--- config.mk ---
export PLATFORM = sky130hd
export DESIGN_NAME = cia_timer_bank
export DESIGN_NICKNAME = d
export VERILOG_FILES = /design/src/rtl/cia_timer_bank.sv
export SDC_FILE = /design/constraint.sdc
export NUM_CORES = 1
export LEC_CHECK = 0
export ABC_AREA = 0
export CORE_MARGIN = 3
export CORE_UTILIZATION = 40
export DETAILED_ROUTE_END_ITERATION = 8
export PLACE_DENSITY = 0.66
export SLEW_MARGIN = 20
export SYNTH_ARGS = -nofsm -noshare
export SYNTH_HDL_FRONTEND = slang
export SYNTH_SLANG_ARGS = --single-unit
--- constraint.sdc ---
create_clock -name CLK_2 -period 8 [get_ports CLK_2]
set_input_delay 1.2 -clock CLK_2 [delete_from_list [all_inputs] [get_ports CLK_2]]
set_output_delay 1.2 -clock CLK_2 [all_outputs]
set_load 0.02 [all_outputs]
--- src/rtl/cia_timer_bank.sv ---
// CIA-style interval timer bank: CHANNELS down-counters with reload latches,
// one-shot/continuous modes, CNT and cascade count sources, and an ICR interrupt block.
module cia_timer_bank #(
  parameter int WIDTH    = 16,
  parameter int CHANNELS = 2
) (
  input  logic                CLK_2,
  input  logic                _RES,
  input  logic                CNT,
  input  logic                _CS,
  input  logic                R_W,
  input  logic [3:0]          RS,
  input  logic [7:0]          DI,
  output logic [7:0]          DO,
  output logic                _IRQ,
  output logic [CHANNELS-1:0] PULSE
);

  logic [CHANNELS-1:0][WIDTH-1:0] latch_reg;
  logic [CHANNELS-1:0][WIDTH-1:0] counter_reg;
  logic [CHANNELS-1:0][WIDTH-1:0] latch_wr_val;
  logic [CHANNELS-1:0][1:0]       inmode_reg;
  logic [CHANNELS-1:0][7:0]       cnt_hi;
  logic [CHANNELS-1:0]            start_reg;
  logic [CHANNELS-1:0]            oneshot_reg;
  logic [CHANNELS-1:0]            flags_reg;
  logic [CHANNELS-1:0]            mask_reg;
  logic [CHANNELS-1:0]            latch_wr;
  logic [CHANNELS-1:0]            reload_wr;
  logic [CHANNELS-1:0]            cr_wr;
  logic [CHANNELS-1:0]            load_strobe;
  logic [CHANNELS-1:0]            en;
  logic [CHANNELS-1:0]            pulse;
  logic                           cnt_prev_reg;
  logic                           cnt_rise;
  logic                           bus_wr;
  logic                           bus_rd;
  logic                           icr_wr;
  logic                           icr_rd;
  logic                           any_irq;
  logic [3:0]                     flags_ext;
  logic [7:0]                     rd_data;

  assign bus_wr    = !_CS && !R_W;
  assign bus_rd    = !_CS && R_W;
  assign icr_wr    = bus_wr && (RS == 4'hD);
  assign icr_rd    = bus_rd && (RS == 4'hD);
  assign cnt_rise  = CNT && !cnt_prev_reg;
  assign any_irq   = |(flags_reg & mask_reg);
  assign flags_ext = 4'(flags_reg);
  assign PULSE     = pulse;

  genvar gi;
  generate
    for (gi = 0; gi < CHANNELS; gi++) begin : g_ch
      logic en_c;
      logic pulse_c;

      assign cr_wr[gi]       = bus_wr && (RS == 4'(8 + gi));
      assign load_strobe[gi] = cr_wr[gi] && DI[3];

      if (WIDTH == 8) begin : g_w8
        assign latch_wr[gi]     = bus_wr && (RS == 4'(2 * gi));
        assign reload_wr[gi]    = latch_wr[gi];
        assign latch_wr_val[gi] = DI;
        assign cnt_hi[gi]       = 8'h00;
      end else begin : g_w16
        logic lo_wr;
        logic hi_wr;
        assign lo_wr            = bus_wr && (RS == 4'(2 * gi));
        assign hi_wr            = bus_wr && (RS == 4'(2 * gi + 1));
        assign latch_wr[gi]     = lo_wr || hi_wr;
        assign reload_wr[gi]    = hi_wr;
        assign latch_wr_val[gi] = hi_wr ? {DI, latch_reg[gi][7:0]} : {latch_reg[gi][15:8], DI};
        assign cnt_hi[gi]       = counter_reg[gi][15:8];
      end

      // Channel 0 has no predecessor, so the cascade modes fall back to every-cycle counting.
      if (gi == 0) begin : g_first
        assign en_c = start_reg[gi] && ((inmode_reg[gi] == 2'b01) ? cnt_rise : 1'b1);
      end else begin : g_casc
        logic src;
        always_comb begin
          src = 1'b1;
          case (inmode_reg[gi])
            2'b01:   src = cnt_rise;
            2'b10:   src = g_ch[gi-1].pulse_c;
            2'b11:   src = g_ch[gi-1].pulse_c && CNT;
            default: src = 1'b1;
          endcase
        end
        assign en_c = start_reg[gi] && src;
      end

      // A LOAD strobe pre-empts the underflow, so no strobe or flag is produced.
      assign pulse_c   = en_c && (counter_reg[gi] == '0) && !load_strobe[gi];
      assign en[gi]    = en_c;
      assign pulse[gi] = pulse_c;
    end
  endgenerate

  always_comb begin
    rd_data = 8'h00;
    for (int c = 0; c < CHANNELS; c++) begin
      if (RS == 4'(2 * c))     rd_data = counter_reg[c][7:0];
      if (RS == 4'(2 * c + 1)) rd_data = cnt_hi[c];
      if (RS == 4'(8 + c))     rd_data = {2'b00, inmode_reg[c], 2'b00, oneshot_reg[c], start_reg[c]};
    end
    if (RS == 4'hD) rd_data = {any_irq, 3'b000, flags_ext};
  end

  always_ff @(posedge CLK_2 or negedge _RES) begin
    if (!_RES) begin
      latch_reg    <= '1;
      counter_reg  <= '1;
      start_reg    <= '0;
      oneshot_reg  <= '0;
      inmode_reg   <= '0;
      flags_reg    <= '0;
      mask_reg     <= '0;
      cnt_prev_reg <= 1'b0;
      DO           <= 8'h00;
      _IRQ         <= 1'b1;
    end else begin
      cnt_prev_reg <= CNT;
      for (int c = 0; c < CHANNELS; c++) begin
        if (latch_wr[c]) latch_reg[c] <= latch_wr_val[c];

        if (load_strobe[c] || pulse[c])        counter_reg[c] <= latch_reg[c];
        else if (en[c])                        counter_reg[c] <= counter_reg[c] - WIDTH'(1);
        else if (reload_wr[c] && !start_reg[c]) counter_reg[c] <= latch_wr_val[c];

        if (cr_wr[c]) begin
          start_reg[c]   <= DI[0];
          oneshot_reg[c] <= DI[1];
          inmode_reg[c]  <= DI[5:4];
        end else if (pulse[c] && oneshot_reg[c]) begin
          start_reg[c] <= 1'b0;
        end
      end

      // Underflows in the read cycle survive the clear-on-read.
      flags_reg <= (icr_rd ? '0 : flags_reg) | pulse;

      if (icr_wr) begin
        if (DI[7]) mask_reg <= mask_reg | DI[CHANNELS-1:0];
        else       mask_reg <= mask_reg & ~DI[CHANNELS-1:0];
      end

      if (bus_rd) DO <= rd_data;
      _IRQ <= !any_irq;
    end
  end

endmodule

# Yosys cells after proc, flatten, opt, wreduce, memory -nomap -nowiden
# Cells that the tools add are included.
# op_classes
multipliers	0
n_shift	0
eq_ne	10
n_bitwise	5
div_mod_pow	0
magnitude_cmp	0
mux	23
add_sub_neg	2
reduce_logical	44
# ops
cell	n
16-bit 2-to-1 mux	8
8-bit 2-to-1 mux	7
16-bit zero test	2
16-bit by 1-bit subtractor with 16-bit output, second input constant	2
1-bit logical AND	24
4-bit == test, second input constant	3
4-bit by 2-bit == test with 1-bit output, second input constant	2
1-bit zero test	8
3-bit nonzero test	2
1-bit 2-to-1 mux	5
2-bit bitwise AND	2
2-bit by 1-bit == test with 1-bit output, second input constant	2
2-bit == test, second input constant	2
4-bit by 1-bit == test with 1-bit output, second input constant	1
4-bit zero test	1
1-bit logical OR	4
2-bit 2-to-1 mux	2
2-bit OR	2
2-bit nonzero test	2
1-bit case mux with 3 select lines	1
2-bit inverter	1
2-bit OR reduction	1
# totals
ff_bits	86
latchBits	0
memories	0
input_bits	17
mem_bits_rw	0
out_inout_bits	11
elab_cells	99
mem_bits_ro	0

# Logic depth before layout (Yosys ltp)
# Gate-level depths: netlist of run 1.
# depth
depth_word	14
ltp_mapped	12

# Worst setup path before layout of run 1
# Ideal clock, no wire load.
# synth_path
path_type	input to output
startpoint	input port RS[1]
endpoint	output port PULSE[1]
required_time_ps	6800
slack_ps	3769
cell_stages	7
arrival_time_ps	3031
path_buffers	3
path_cell_list	clkbuf_1 nor4bb_1 nand2_1 nor2_1 clkbuf_1 nor2_1 buf_4
# synth_between
elab_chain_cells	10
# synth_lines
item	line	text
start: declaration	12	input logic [3:0] RS,
4-bit == test	59	assign cr_wr[gi] = bus_wr && (RS == 4'(8 + gi));
1-bit logical AND	59	
1-bit logical AND	60	assign load_strobe[gi] = cr_wr[gi] && DI[3];
1-bit zero test	96	assign pulse_c = en_c && (counter_reg[gi] == '0) && !load_strobe[gi];
1-bit logical AND	96	
1-bit logical AND	88	2'b11: src = g_ch[gi-1].pulse_c && CNT;
1-bit case mux with 3 select lines	85	case (inmode_reg[gi])
1-bit logical AND	92	assign en_c = start_reg[gi] && src;
1-bit logical AND	96	
1-bit logical AND (*)	96	
end: declaration	16	output logic [CHANNELS-1:0] PULSE
# Mark *: on every way between the ends. The rest lies on a longest branch, timed or not.

# Final worst setup path of run 1
# layout_path
startpoint	input port RS[0]
endpoint	output port PULSE[1]
# Same word-level chain as after synthesis.

==> results of run 1 <==
cell type report:
| cell class | instances | area share (%) |
|---|---|---|
| clock inverter | 5 | 0.684 |
| multi-input combinational | 426 | 47.6 |
| clock buffer | 11 | 4.32 |
| timing repair buffer | 30 | 5.02 |
| sequential | 86 | 38.1 |
| inverter | 8 | 0.513 |
| tap | 172 | 3.68 |
worst paths after layout:
| kind | start | to |
|---|---|---|
| worst max-delay path | RS[0] | PULSE[1] |
| worst min register to register | flop | _IRQ$_DFF_PN1_ |
| worst min-delay path | flop | _IRQ$_DFF_PN1_ |
| min in group asynchronous | _RES | cnt_prev_reg$_DFF_PN0_ |
| worst max register to register | counter_reg[6]$_DFFE_PN1P_ | counter_reg[16]$_DFFE_PN1P_ |
| max in group asynchronous | _RES | inmode_reg[1]$_DFFE_PN0N_ |
power groups by stage:
stage               combinational (uW)  clock, uW  sequential [uW]
floorplan                          424          0              769
global placement                   527          0              859
detailed placement                 540          0              862
CTS                                543        419              855
global route                       609        438              882
finish                             546        416              867
routing by layer:
| layer | wire, um | track usage [%] |
|---|---|---|
| met2 | 6840 | 33.1 |
| met1 | 6660 | 30.1 |
| met4 | 312 | 7.72 |
| met3 | 1230 | 3.98 |
| met5 | 0 | 0 |
cells in the final DEF (no fill, tap or decap), types with 12 or more instances in the layout:
cell type,count
a31oi_1,20
nor2_1,40
o21ai_0,52
a21oi_1,13
mux2_2,36
nor4_1,12
mux2i_1,14
nand2_1,79
dfrtp_1,21
clkdlybuf4s50_1,26
dfstp_2,65
logic make-up after synthesis:
family,synth area share [%]
simple gates,18.6
fa+ha+maj,0.719
flops,42.8
mux,12.2
compound gates,18.7
buf+inv,3.83
xor+xnor,3.19
through the flow:
| stage | power (uW) | cells | area (um2) | hold slack [ns] | setup WS, ns |
|---|---|---|---|---|---|
| final | 1830 | 738 | 5850 | 0.453 | 2.40 |
| after global routing | 1930 | 738 | 5850 | 0.485 | 2.12 |
| after CTS | 1820 | 738 | 5850 | 0.464 | 2.46 |
| after detailed placement | 1400 | 722 | 5560 | 0.456 | 2.46 |
| after global placement | 1390 | 722 | 5560 | 0.442 | 2.64 |
| after floorplan | 1190 | 560 | 5220 | 0.400 | 3.77 |
==> results.cfg, run 1 <==
[status]
status = finished, final reports clean

[logic_synthesis]
dominantRegCellSynth = dfstp_2
synth.avg_cell_area_um2 = 9.33
synthTopCellsByCount = nand2_1, dfstp_2, o21ai_0, nor2_1, mux2_2
netlist-cell-type-count = 61
synthesis.nets = 580
netlist_instances = 560
async_flop_share_pct = 100
yosysMostFrequentCell = nand2_1
yosysTopAreaCellShare_pct = 32.7
ys_ff_latch = 86
synthesis.area_mm2 = 0.00522
synth_warnings = 0
synth-seq-area-share_pct = 42.8
synth_edf_count = 0
synthTopCellsByArea = dfstp_2, dfrtp_1, mux2_2
yosysTopAreaCell = dfstp_2

[die]
rows = 41
die_area_mm2 = 0.0145
die_w_um = 120
coreArea_mm2 = 0.0127
start_util_pct = 41.2
die_h_um = 120
io_pins = 28

[clock_tree]
cts_resized = 0
cts_setup_buffers = 0
cts_tree = yes
cts_buffers = 9
clkSlewWorstSetupHoldPaths_ns = 0.07
clock_latency_ns = 0.35
h-tree-depth = 3
clock-root-buffer = clkbuf_16
cts.sinks = 86
cts_hold_buf = 0
clockBufferDepth = 2

[worst_setup_path]
cp_top_family = simple AND/OR/NAND/NOR gates
slowest_stage = clkdlybuf4s50_1
worstPathCellList = clkdlybuf4s50_1 > nor3_1 > nand4_1 > and4_1 > o21ai_2 > nor2_1 > clkdlybuf4s50_1
reg2reg_slack_ns = 4.60
crit_buf_inv = 2
cp_max_fo = 19
cpMostUsedCell = clkdlybuf4s50_1
cp.arrival_ns = 4.40
critical_path_class = in2out
cp_slowest_stage_delay_ns = 0.74
worstPathRequired_ns = 6.80
critPathCaptureType = output pin
r2r_cells = 6
worst_setup_path_start_kind = primary input
path_depth = 7

[power_and_ir_drop]
p_leak_uw = 0.00224
seq_power_share_pct = 47.4
intPower_uw = 1150
combPwrFrac_pct = 29.9
power.density_mw_per_mm2 = 312
ir_drop_mv = 0.115
power.share.switching_pct = 37.3
clock_power_share_pct = 22.7
power.switching_uw = 683

[hold_path]
hold_path_class = reg2reg
hold_depth = 1

[layout]
largest_register_ffs = 32
fin_nets = 581
area.growth.synth_to_final_pct = 12.1
regArea_mm2 = 0.00223
fillers = 1231
multi_input_area_mm2 = 0.00279
utilization_pct = 46.2
layout-drive-gt1-share_pct = 23.1
num_antenna_cells = 0

[grt]
grt_pass1_vias = 4272
gr-total-overflow = 0
grt_pass1_wl_um = 24200
grt_usage_pct = 21.4
antenna_found_initial = 0
grt_start_max_net_pins = 87

[detailed_routing]
via_count = 4460
avgRoutedWirePerCell_um = 20.4
via_per_inst = 6.04
drtAntennaViolNets = 0
drt_iter0_markers = 409
wl_um = 15100
dr.pass1.iters = 7
drc = 0

[timing]
period_share_pct = 70.0
timing.slew.headroom_pct = 30.7
report.final.slew_viol_count = 0
period_needed_ns = 5.60
fmax_ghz = 0.179
tns_ns = 0
setup_violations = 0
fin_skew_ns = 0.00982
finalHoldViolCount = 0
rsz0062_at_grt = no
worst_slew_pin_slew_ns = 1.03

[job]
cap_viol_max_count = 0

[placement]
hpwl_um = 10600
globalplace.congestion = 0.944
port_buffers = 27
Power figures use the tool's default switching activity.
==> run 2: changes to the inputs <==
--- a/config.mk
+++ b/config.mk
@@ -9,7 +9,7 @@
 export CORE_MARGIN = 3
 export CORE_UTILIZATION = 40
 export DETAILED_ROUTE_END_ITERATION = 8
-export PLACE_DENSITY = 0.66
+export PLACE_DENSITY = 0.68
 export SLEW_MARGIN = 20
 export SYNTH_ARGS = -nofsm -noshare
 export SYNTH_HDL_FRONTEND = slang
==> constraint.sdc (replaced) <==
create_clock -name CLK_2 -period 5.15 [get_ports CLK_2]
set_input_delay 0.7725 -clock CLK_2 [delete_from_list [all_inputs] [get_ports CLK_2]]
set_output_delay 0.7725 -clock CLK_2 [all_outputs]
set_load 0.02 [all_outputs]
==> results.cfg, run 2 (synthesis gave the netlist of run 1 again) <==
[status]
status = finished, final reports clean

[clock_tree]
cts_resized = 0
cts_tree = yes
clock-root-buffer = clkbuf_16
clockBufferDepth = 2
clkSlewWorstSetupHoldPaths_ns = 0.07
clock_latency_ns = 0.35
h-tree-depth = 3
cts.sinks = 86
cts_buffers = 9
cts_setup_buffers = 0
cts_hold_buf = 0

[die]
die_h_um = 120
die_w_um = 120
die_area_mm2 = 0.0145
rows = 41
coreArea_mm2 = 0.0127
io_pins = 28
start_util_pct = 41.2

[detailed_routing]
avgRoutedWirePerCell_um = 20.1
via_count = 4461
via_per_inst = 5.98
drtAntennaViolNets = 0
drt_iter0_markers = 372
drc = 0
dr.pass1.iters = 7
wl_um = 15000

[layout]
multi_input_area_mm2 = 0.00279
layout-drive-gt1-share_pct = 24.2
area.growth.synth_to_final_pct = 13.7
instances_no_fill = 746
layout_commonest_cell = nand2_1
largest_register_ffs = 32
regArea_mm2 = 0.00223
final_cell_mix = nand2_1, dfstp_2, o21ai_0
fin_nets = 589
fillers = 1210
num_antenna_cells = 0

[timing]
setup_ws_ns = 0.554
worst_slew_pin_slew_ns = 0.942
tns_ns = 0
fin_skew_ns = 0.0124
period_needed_ns = 4.60
fmax_ghz = 0.218
timing.slew.headroom_pct = 36.9
report.final.slew_viol_count = 0
setup_violations = 0
finalHoldViolCount = 0
period_share_pct = 89.3
rsz0062_at_grt = no

[worst_setup_path]
cp-startpoint = RS[3]
cp.arrival_ns = 3.82
worstPathCellList = clkdlybuf4s50_1 > nor4bb_1 > nand2_1 > nor2_1 > buf_4 > nor2_1 > clkdlybuf4s50_1
critPathCapture = PULSE[1]
cp_slowest_stage_delay_ns = 0.83
reg2reg_slack_ns = 2.08
cp_max_fo = 25
r2r_cells = 8
r2r_start = counter_reg[0]$_DFFE_PN1P_
slowest_stage = nor4bb_1
critPathCaptureType = output pin
r2r-end = counter_reg[16]$_DFFE_PN1P_
worst_setup_path_start_kind = primary input
worstPathRequired_ns = 4.38
critical_path_class = in2out

[placement]
dp_slack_ns = 0.660
port_buffers = 27
hpwl_um = 10800
globalplace.congestion = 0.936
dp.cells = 730

[grt]
grt_usage_pct = 21.5
gr-total-overflow = 0
grt_pass1_wl_um = 24100
grt_pass1_vias = 4307
grt_start_max_net_pins = 46
antenna_found_initial = 0

[power_and_ir_drop]
clock_power_share_pct = 24.5
power.share.switching_pct = 36.0
intPower_uw = 1850
power.density_mw_per_mm2 = 487
power_uw = 2890
combPwrFrac_pct = 29.2
power.switching_uw = 1040
ir_drop_mv = 0.188
p_leak_uw = 0.00229
seq_power_share_pct = 46.3

[hold_path]
hold_path_class = in2async

[job]
cap_viol_max_count = 0
==> run 2: changes by cell type in the layout (fill, tap and decap cells not counted), sizes merged <==
cell / change
clkinv: +1
clkbuf: -2
bufinv: +2
buf: +8
inv: -1
==> run 2: critical path: cells and delay by family <==
kind	cells	cell delay (ns)
and+or+nand+nor	4	1.43
buffers and inverters	3	1.63
==> run 2: power groups by stage <==
stage,combinational (uW),clock (uW),sequential (uW)
after floorplan,659,0,1200
after global placement,819,0,1330
after detailed placement,838,0,1340
after CTS,842,722,1330
after global routing,942,751,1370
final,844,708,1340
==> run 2: final cells by class <==
| class | instances | area share (%) |
|---|---|---|
| Clock buffer | 9 | 3.79 |
| Multi-Input combinational cell | 426 | 47.0 |
| Tap cell | 172 | 3.62 |
| Clock inverter | 7 | 1.60 |
| Timing Repair Buffer | 38 | 5.90 |
| Sequential cell | 86 | 37.6 |
| Inverter | 8 | 0.506 |
==> run 2: how the worst min path moves through the flow <==
stage,cells past startpoint,from,to,slack (ns)
after floorplan,1,flop,_IRQ$_DFF_PN1_,0.40
after global placement,1,flop,_IRQ$_DFF_PN1_,0.44
after detailed placement,1,flop,_IRQ$_DFF_PN1_,0.44
after CTS,1,_RES,DO[6]$_DFFE_PN0P_,0.43
after global routing,1,_RES,oneshot_reg[1]$_DFFE_PN0P_,0.45
final,1,_RES,oneshot_reg[1]$_DFFE_PN0P_,0.41
==> run 2: layer usage <==
layer  wire [um]  track usage (%)  vias up
li1            -                -     2077
met1        7060             32.0     2194
met2        6650             31.6      170
met3         980             3.27       20
met4         306             7.86        0
met5           0                0        -
==> run 2: per-stage QoR <==
stage | hold slack (ns) | utilization (%) | instance area (um2)
floorplan | 0.400 | - | 5220
global placement | 0.436 | 44.3 | 5620
detailed placement | 0.442 | 44.3 | 5620
CTS | 0.432 | 46.9 | 5940
global route | 0.454 | 46.9 | 5940
finish | 0.410 | 46.9 | 5940
